<file path="src/rtl/axil_mem_arbiter_2to1.sv">
// AXI4-Lite 2:1 arbiter in front of a block-memory slave.
// One transaction in flight; round-robin masters, rd/wr alternation.
//
// Ports:
//   s_aclk, s_aresetn      : clock, async active-low reset
//   s0_axi_* / s1_axi_*    : slave ports (0 = PCIe bridge, 1 = local)
//   m_axi_*                : master port to the memory
// All outputs come straight from flops.

module axil_mem_arbiter_2to1 #(
  parameter int MEM_ADDR_BITS = 13,
  parameter int ADDR_W        = 32
) (
  input  logic              s_aclk,
  input  logic              s_aresetn,

  input  logic [ADDR_W-1:0] s0_axi_awaddr,
  input  logic              s0_axi_awvalid,
  output logic              s0_axi_awready,
  input  logic [31:0]       s0_axi_wdata,
  input  logic [3:0]        s0_axi_wstrb,
  input  logic              s0_axi_wvalid,
  output logic              s0_axi_wready,
  output logic [1:0]        s0_axi_bresp,
  output logic              s0_axi_bvalid,
  input  logic              s0_axi_bready,
  input  logic [ADDR_W-1:0] s0_axi_araddr,
  input  logic              s0_axi_arvalid,
  output logic              s0_axi_arready,
  output logic [31:0]       s0_axi_rdata,
  output logic [1:0]        s0_axi_rresp,
  output logic              s0_axi_rvalid,
  input  logic              s0_axi_rready,

  input  logic [ADDR_W-1:0] s1_axi_awaddr,
  input  logic              s1_axi_awvalid,
  output logic              s1_axi_awready,
  input  logic [31:0]       s1_axi_wdata,
  input  logic [3:0]        s1_axi_wstrb,
  input  logic              s1_axi_wvalid,
  output logic              s1_axi_wready,
  output logic [1:0]        s1_axi_bresp,
  output logic              s1_axi_bvalid,
  input  logic              s1_axi_bready,
  input  logic [ADDR_W-1:0] s1_axi_araddr,
  input  logic              s1_axi_arvalid,
  output logic              s1_axi_arready,
  output logic [31:0]       s1_axi_rdata,
  output logic [1:0]        s1_axi_rresp,
  output logic              s1_axi_rvalid,
  input  logic              s1_axi_rready,

  output logic [ADDR_W-1:0] m_axi_awaddr,
  output logic              m_axi_awvalid,
  input  logic              m_axi_awready,
  output logic [31:0]       m_axi_wdata,
  output logic [3:0]        m_axi_wstrb,
  output logic              m_axi_wvalid,
  input  logic              m_axi_wready,
  input  logic [1:0]        m_axi_bresp,
  input  logic              m_axi_bvalid,
  output logic              m_axi_bready,
  output logic [ADDR_W-1:0] m_axi_araddr,
  output logic              m_axi_arvalid,
  input  logic              m_axi_arready,
  input  logic [31:0]       m_axi_rdata,
  input  logic [1:0]        m_axi_rresp,
  input  logic              m_axi_rvalid,
  output logic              m_axi_rready
);

  typedef enum logic [2:0] {
    IDLE,
    WR_ADDR,
    WR_WAIT,
    WR_RESP,
    RD_ADDR,
    RD_WAIT,
    RD_RESP
  } state_t;

  localparam logic [1:0] DECERR = 2'b11;

  state_t              state_q, state_d;
  logic                rr_last_q, rr_last_d;
  logic [1:0]          last_op_q, last_op_d;
  logic                own_q, own_d;
  logic [ADDR_W-1:0]   addr_q, addr_d;
  logic [31:0]         wdata_q, wdata_d;
  logic [3:0]          wstrb_q, wstrb_d;
  logic [1:0]          awready_q, awready_d;
  logic [1:0]          wready_q, wready_d;
  logic [1:0]          arready_q, arready_d;
  logic [1:0]          bvalid_q, bvalid_d;
  logic [1:0]          rvalid_q, rvalid_d;
  logic [1:0]          bresp_q, bresp_d;
  logic [1:0]          rresp_q, rresp_d;
  logic [31:0]         rdata_q, rdata_d;
  logic                m_awvalid_q, m_awvalid_d;
  logic                m_wvalid_q, m_wvalid_d;
  logic                m_arvalid_q, m_arvalid_d;
  logic                m_bready_q, m_bready_d;
  logic                m_rready_q, m_rready_d;

  logic [1:0]          wr_req;
  logic [1:0]          rd_req;
  logic [1:0]          req;
  logic [1:0]          bready;
  logic [1:0]          rready;
  logic                win;
  logic                pick_wr;
  logic [ADDR_W-1:0]   sel_addr;
  logic [31:0]         sel_wdata;
  logic [3:0]          sel_wstrb;
  logic                hit;

  assign bready = {s1_axi_bready, s0_axi_bready};
  assign rready = {s1_axi_rready, s0_axi_rready};

  // last_op bit: 1 = write, 0 = read
  always_comb begin
    wr_req = {s1_axi_awvalid & s1_axi_wvalid,
              s0_axi_awvalid & s0_axi_wvalid};
    rd_req = {s1_axi_arvalid, s0_axi_arvalid};
    req    = wr_req | rd_req;
    if (req[0] && req[1]) begin
      win = ~rr_last_q;
    end else begin
      win = req[1];
    end
    if (wr_req[win] && rd_req[win]) begin
      pick_wr = ~last_op_q[win];
    end else begin
      pick_wr = wr_req[win];
    end
    if (pick_wr) begin
      sel_addr = win ? s1_axi_awaddr : s0_axi_awaddr;
    end else begin
      sel_addr = win ? s1_axi_araddr : s0_axi_araddr;
    end
    sel_wdata = win ? s1_axi_wdata : s0_axi_wdata;
    sel_wstrb = win ? s1_axi_wstrb : s0_axi_wstrb;
    // decoded on the value that is latched into addr_q this cycle
    hit = (sel_addr[ADDR_W-1:MEM_ADDR_BITS] == '0);
  end

  always_comb begin
    state_d     = state_q;
    rr_last_d   = rr_last_q;
    last_op_d   = last_op_q;
    own_d       = own_q;
    addr_d      = addr_q;
    wdata_d     = wdata_q;
    wstrb_d     = wstrb_q;
    awready_d   = '0;
    wready_d    = '0;
    arready_d   = '0;
    bvalid_d    = bvalid_q;
    rvalid_d    = rvalid_q;
    bresp_d     = bresp_q;
    rresp_d     = rresp_q;
    rdata_d     = rdata_q;
    m_awvalid_d = m_awvalid_q;
    m_wvalid_d  = m_wvalid_q;
    m_arvalid_d = m_arvalid_q;
    m_bready_d  = m_bready_q;
    m_rready_d  = m_rready_q;

    unique case (state_q)
      IDLE: begin
        if (|req) begin
          own_d          = win;
          rr_last_d      = win;
          last_op_d[win] = pick_wr;
          addr_d         = sel_addr;
          if (pick_wr) begin
            wdata_d        = sel_wdata;
            wstrb_d        = sel_wstrb;
            awready_d[win] = 1'b1;
            wready_d[win]  = 1'b1;
            if (hit) begin
              m_awvalid_d = 1'b1;
              m_wvalid_d  = 1'b1;
              state_d     = WR_ADDR;
            end else begin
              bresp_d = DECERR;
              state_d = WR_RESP;
            end
          end else begin
            arready_d[win] = 1'b1;
            if (hit) begin
              m_arvalid_d = 1'b1;
              state_d     = RD_ADDR;
            end else begin
              rresp_d = DECERR;
              rdata_d = '0;
              state_d = RD_RESP;
            end
          end
        end
      end
      WR_ADDR: begin
        // aw and w handshakes retire independently
        if (m_awvalid_q && m_axi_awready) begin
          m_awvalid_d = 1'b0;
        end
        if (m_wvalid_q && m_axi_wready) begin
          m_wvalid_d = 1'b0;
        end
        if (!m_awvalid_d && !m_wvalid_d) begin
          m_bready_d = 1'b1;
          state_d    = WR_WAIT;
        end
      end
      WR_WAIT: begin
        if (m_axi_bvalid) begin
          bresp_d    = m_axi_bresp;
          m_bready_d = 1'b0;
          state_d    = WR_RESP;
        end
      end
      WR_RESP: begin
        // valid rises one cycle after entry, so the
        // address/data handshake has always retired first
        if (bvalid_q[own_q] && bready[own_q]) begin
          bvalid_d[own_q] = 1'b0;
          state_d         = IDLE;
        end else begin
          bvalid_d[own_q] = 1'b1;
        end
      end
      RD_ADDR: begin
        if (m_axi_arready) begin
          m_arvalid_d = 1'b0;
          m_rready_d  = 1'b1;
          state_d     = RD_WAIT;
        end
      end
      RD_WAIT: begin
        if (m_axi_rvalid) begin
          rdata_d    = m_axi_rdata;
          rresp_d    = m_axi_rresp;
          m_rready_d = 1'b0;
          state_d    = RD_RESP;
        end
      end
      RD_RESP: begin
        if (rvalid_q[own_q] && rready[own_q]) begin
          rvalid_d[own_q] = 1'b0;
          state_d         = IDLE;
        end else begin
          rvalid_d[own_q] = 1'b1;
        end
      end
      default: begin
        state_d = IDLE;
      end
    endcase
  end

  always_ff @(posedge s_aclk or negedge s_aresetn) begin
    if (!s_aresetn) begin
      state_q     <= IDLE;
      rr_last_q   <= 1'b1;
      last_op_q   <= '0;
      own_q       <= 1'b0;
      addr_q      <= '0;
      wdata_q     <= '0;
      wstrb_q     <= '0;
      awready_q   <= '0;
      wready_q    <= '0;
      arready_q   <= '0;
      bvalid_q    <= '0;
      rvalid_q    <= '0;
      bresp_q     <= '0;
      rresp_q     <= '0;
      rdata_q     <= '0;
      m_awvalid_q <= 1'b0;
      m_wvalid_q  <= 1'b0;
      m_arvalid_q <= 1'b0;
      m_bready_q  <= 1'b0;
      m_rready_q  <= 1'b0;
    end else begin
      state_q     <= state_d;
      rr_last_q   <= rr_last_d;
      last_op_q   <= last_op_d;
      own_q       <= own_d;
      addr_q      <= addr_d;
      wdata_q     <= wdata_d;
      wstrb_q     <= wstrb_d;
      awready_q   <= awready_d;
      wready_q    <= wready_d;
      arready_q   <= arready_d;
      bvalid_q    <= bvalid_d;
      rvalid_q    <= rvalid_d;
      bresp_q     <= bresp_d;
      rresp_q     <= rresp_d;
      rdata_q     <= rdata_d;
      m_awvalid_q <= m_awvalid_d;
      m_wvalid_q  <= m_wvalid_d;
      m_arvalid_q <= m_arvalid_d;
      m_bready_q  <= m_bready_d;
      m_rready_q  <= m_rready_d;
    end
  end

  assign s0_axi_awready = awready_q[0];
  assign s0_axi_wready  = wready_q[0];
  assign s0_axi_bresp   = bresp_q;
  assign s0_axi_bvalid  = bvalid_q[0];
  assign s0_axi_arready = arready_q[0];
  assign s0_axi_rdata   = rdata_q;
  assign s0_axi_rresp   = rresp_q;
  assign s0_axi_rvalid  = rvalid_q[0];

  assign s1_axi_awready = awready_q[1];
  assign s1_axi_wready  = wready_q[1];
  assign s1_axi_bresp   = bresp_q;
  assign s1_axi_bvalid  = bvalid_q[1];
  assign s1_axi_arready = arready_q[1];
  assign s1_axi_rdata   = rdata_q;
  assign s1_axi_rresp   = rresp_q;
  assign s1_axi_rvalid  = rvalid_q[1];

  assign m_axi_awaddr  = addr_q;
  assign m_axi_awvalid = m_awvalid_q;
  assign m_axi_wdata   = wdata_q;
  assign m_axi_wstrb   = wstrb_q;
  assign m_axi_wvalid  = m_wvalid_q;
  assign m_axi_bready  = m_bready_q;
  assign m_axi_araddr  = addr_q;
  assign m_axi_arvalid = m_arvalid_q;
  assign m_axi_rready  = m_rready_q;

endmodule

</file>
<file path="config.mk">
export PLATFORM = sky130hd
export DESIGN_NAME = axil_mem_arbiter_2to1
export DESIGN_NICKNAME = d
export VERILOG_FILES = /design/src/rtl/axil_mem_arbiter_2to1.sv
export SDC_FILE = /design/constraint.sdc
export NUM_CORES = 1
export LEC_CHECK = 0
export BUFFER_PORTS_ARGS = -buffer_cell sky130_fd_sc_hd__buf_4
export CORE_AREA = 2 2 169 171
export DETAILED_ROUTE_END_ITERATION = 8
export DIE_AREA = 0 0 171 173
export GPL_TIMING_DRIVEN = 0
export REMOVE_ABC_BUFFERS = 1
export SLEW_MARGIN = 20
export SYNTH_ARGS = -nofsm -noshare
export SYNTH_HDL_FRONTEND = slang
export SYNTH_SLANG_ARGS = --single-unit
</file>
<file path="constraint.sdc">
create_clock -name s_aclk -period 2.08 [get_ports s_aclk]
set_clock_uncertainty 0.05 [all_clocks]
set_input_delay 0.104 -clock s_aclk [delete_from_list [all_inputs] [get_ports s_aclk]]
set_output_delay 0.104 -clock s_aclk [all_outputs]
set_load 0.01 [all_outputs]
</file>
==> flow_summary_export.csv <==
group,metric,value,unit
power_and_ir_drop,comb_power_share,54.1,%
clock_network,cts_tree,"done",
timing,min_period,2.230,ns
floorplan,rows,61,
drt,drc_errors,0,
timing,whs,0.05074,ns
drt,wl_per_cell,19.74,um
synthesis,synth_area,7221,sq um
floorplan,coreArea,27630,sq um
synthesis,ys_dominant_reg_cell,"dfrtp_1",
grt,grt.overflow.total,0,
placement,dpl-instance-area,10640,sq um
worst_setup_path,start_kind,"flip-flop",
placement,dp_cells,1567,
power_and_ir_drop,p_switching,6.617,mW
layout,layout.cell_area.non_filler,13800,sq um
worst_setup_path,cp_max_fo,7,
placement,dpl.hpwl,23.01,mm
timing,final-setup-viol-count,64,
worst_setup_path,crit_required,2.35,ns
synthesis,synth-seq-cells,124,
drt,vias,8801,
grt,antenna_found_initial,0,
clock_network,cts_sinks,124,
synthesis,synthArstFlopShare,100.0,%
status,status,"finished with violations",
drt,drt_iter0_drc,612,
power_and_ir_drop,p_clk_share,19.5,%
timing,hold_viol_final,0,
layout,final_cell_mix,"buf_4, nand2_1, dfrtp_1, dlygate4sd3_1, nor2_1",
timing,setup_slack,-0.1504,ns
drt,ant_nets,0,
grt,grt_use_total,22.31,%
placement,io_buffers,439,
worst_hold_path,min_path_type,"in2reg",
timing,slew_headroom,50.97,%
worst_setup_path,crit_chain,"inv_4 > a221oi_4 > a31oi_4 > clkbuf_16 > nor2_4 > clkbuf_16 > buf_8 > buf_8 > nor2_2 > a31oi_2",
layout,diodes,0,
clock_network,root_buffer,"clkbuf_16",
worst_setup_path,slowest_delay,0.56,ns
floorplan,die_area,29580,sq um
drt,viasPerCell,4.909,
layout,nets,1656,
synthesis,synth.avg_cell_area,8.328,sq um
clock_network,path_clk_slew,0.06,ns
power_and_ir_drop,finalPower,16.93,mW
power_and_ir_drop,seq_power_share,26.3,%
timing,final.period_utilization,107.2,%
grt,grt_pass1_wl,50.50,mm
placement,gp_congestion,0.8630,
power_and_ir_drop,vdd_ir_drop_max,0.5619,mV
clock_network,cts_buffers,17,
status,violations,"negative setup slack",
worst_setup_path,worstSetupEndpointType,"flip-flop",
timing,rsz0062_at_grt,"true",
floorplan,ios,440,
power_and_ir_drop,powerDensity,1226,nW/um^2
synthesis,synth_warnings,0,
floorplan,start_util,26.13,%
synthesis,synth_cell_types,43,
timing,slew_violations,0,
layout,area_growth,91.18,%
layout,layout_commonest_cell,"buf_4",
layout,drive_gt1_share,47.28,%
power_and_ir_drop,p_leak,6.782,nW
worst_setup_path,cp_slowest_cell,"dfstp_2",
clock_network,clock_latency,0.41,ns
clock_network,cts_max_path_buffers,2,
drt,wirelength,35.40,mm
worst_setup_path,arrival,2.50,ns
layout,final_cells,1793,
power_and_ir_drop,p_int,10.31,mW
synthesis,synth-seq-area-share,42.99,%
worst_setup_path,path_class,"reg2reg",
floorplan,dieHeight,173,um
synthesis,syn_inst,867,
placement,place_ws,-1.514,ns
grt,grt_max_degree,76,
timing,max_freq,448.3,MHz
timing,tightest_slew,0.7355,ns
grt,grt_pass1_vias,8653,
flow_run,maxCapViolations,0,
drt,dr.pass1.iters,4,
power_and_ir_drop,switching_share,39.09,%
floorplan,die_w,171,um
clock_network,htreeDepth,4,
synthesis,synth-edff-count,0,
critical path: cells and delay by family (launching register included):
kind	cells	cell delay, ns
buffers and inverters	5	0.71
AOI/OAI and AO/OA	3	0.57
DFF	1	0.56
and+or+nand+nor	2	0.25
routing by layer:
metal / GRT usage [%] / vias to the layer above / share of wire (%)
met3: 4.601 / 68 / 6.6
met1: 26.98 / 4229 / 40
met4: 8.227 / 0 / 3.0
met2: 38.76 / 466 / 51
met5: 0 / - / 0
li1: - / 4038 / -
synthesized netlist by cell type, types with 2 or more instances:
| cell type | instances | share of area [%] |
|---|---|---|
| mux2i_1 | 10 | 1.4 |
| a22o_1 | 2 | 0.24 |
| nor2_2 | 30 | 2.6 |
| and3_1 | 32 | 2.8 |
| a32o_1 | 3 | 0.42 |
| a31oi_1 | 40 | 3.5 |
| a311oi_1 | 30 | 3.6 |
| or4_1 | 3 | 0.31 |
| nor3_1 | 12 | 0.83 |
| a21oi_1 | 16 | 1.1 |
| nor2_1 | 48 | 2.5 |
| nor2b_1 | 5 | 0.43 |
| a21o_1 | 33 | 3.4 |
| o21ai_0 | 13 | 0.90 |
| nand2_1 | 225 | 12 |
| o211ai_1 | 33 | 3.4 |
| buf_1 | 4 | 0.21 |
| buf_6 | 3 | 0.47 |
| nand4_1 | 3 | 0.26 |
| buf_2 | 13 | 0.90 |
| buf_4 | 70 | 7.3 |
| inv_1 | 4 | 0.21 |
| dfrtp_1 | 123 | 43 |
| nand2b_1 | 32 | 2.8 |
| nand3_1 | 11 | 0.76 |
| clkbuf_1 | 43 | 2.2 |
| nor4_1 | 10 | 0.87 |
logic make-up (layout without fill, tap and decap cells):
kind of cell	after synthesis	in the layout	synth area share [%]
buf+inv	137	682	11.30
simple gates	416	417	26.41
mux	10	10	1.386
compound gates	180	182	17.92
flops	124	124	42.99
sequential cells by signal, summed over array words and instances (netlist names), named ones only:
register	cells
m_axi_araddr	32
m_axi_arvalid	1
m_axi_wvalid	1
last_op_q	2
arready_q	2
s0_axi_rresp	2
state_q	3
m_axi_wstrb	4
wready_q	2
s0_axi_bresp	2
m_axi_wdata	32
own_q	1
s0_axi_rdata	32
m_axi_awvalid	1
m_axi_bready	1
rr_last_q	1
m_axi_rready	1
power groups by stage:
stage | clock [mW] | sequential [mW] | combinational, mW
3_5_place_dp | 0 | 4.45 | 7.39
5_1_grt | 3.48 | 4.59 | 9.80
3_3_place_gp | 0 | 4.41 | 6.99
6_report | 3.31 | 4.46 | 9.17
2_1_floorplan | 0 | 4.93 | 2.80
4_1_cts | 3.39 | 4.46 | 8.44
cell type report:
| cell class | instances | area [sq um] |
|---|---|---|
| inverters | 4 | 17.52 |
| clock buffers | 17 | 425.4 |
| well taps | 378 | 473.0 |
| multi-input cells | 609 | 3821 |
| fillers | 2541 | 13820 |
| flip-flops and latches | 124 | 3110 |
| clock inverters | 14 | 210.2 |
| repair buffers | 647 | 5747 |
through the flow:
stage / TNS [ns] / utilization, %
6_report: -5.053 / 49.96
5_1_grt: -12.02 / 49.96
4_1_cts: -4.136 / 47.97
3_5_place_dp: -133.64 / 38.52
3_3_place_gp: -1194.13 / 36.88
2_1_floorplan: -613.33 / -
final timing paths:
kind | cells past startpoint | slack [ns] | to | startpoint
worst min-delay path | 4 | 0.05 | m_axi_araddr[28] | s0_axi_awaddr[28]
worst min register to register | 1 | 0.46 | m_axi_arvalid | m_axi_arvalid
max in group asynchronous | 3 | 1.12 | m_axi_wdata[0] | s_aresetn
min in group asynchronous | 2 | 0.13 | m_axi_araddr[31] | s_aresetn
worst max register to register | 10 | -0.15 | m_axi_wdata[26] | rr_last_q
worst max-delay path | 10 | -0.15 | m_axi_wdata[26] | rr_last_q
what timing repair did:
action | CTS | global route
hold endpoints to repair | 172 | 0
hold buffers | 120 | 0
gates resized for setup | 52 | 77
setup buffers | 35 | 29
gates cloned | 11 | 4
setup endpoints to repair | 117 | 105
pin swaps | 27 | 31
Note: power is estimated with default switching activity, not from simulation.
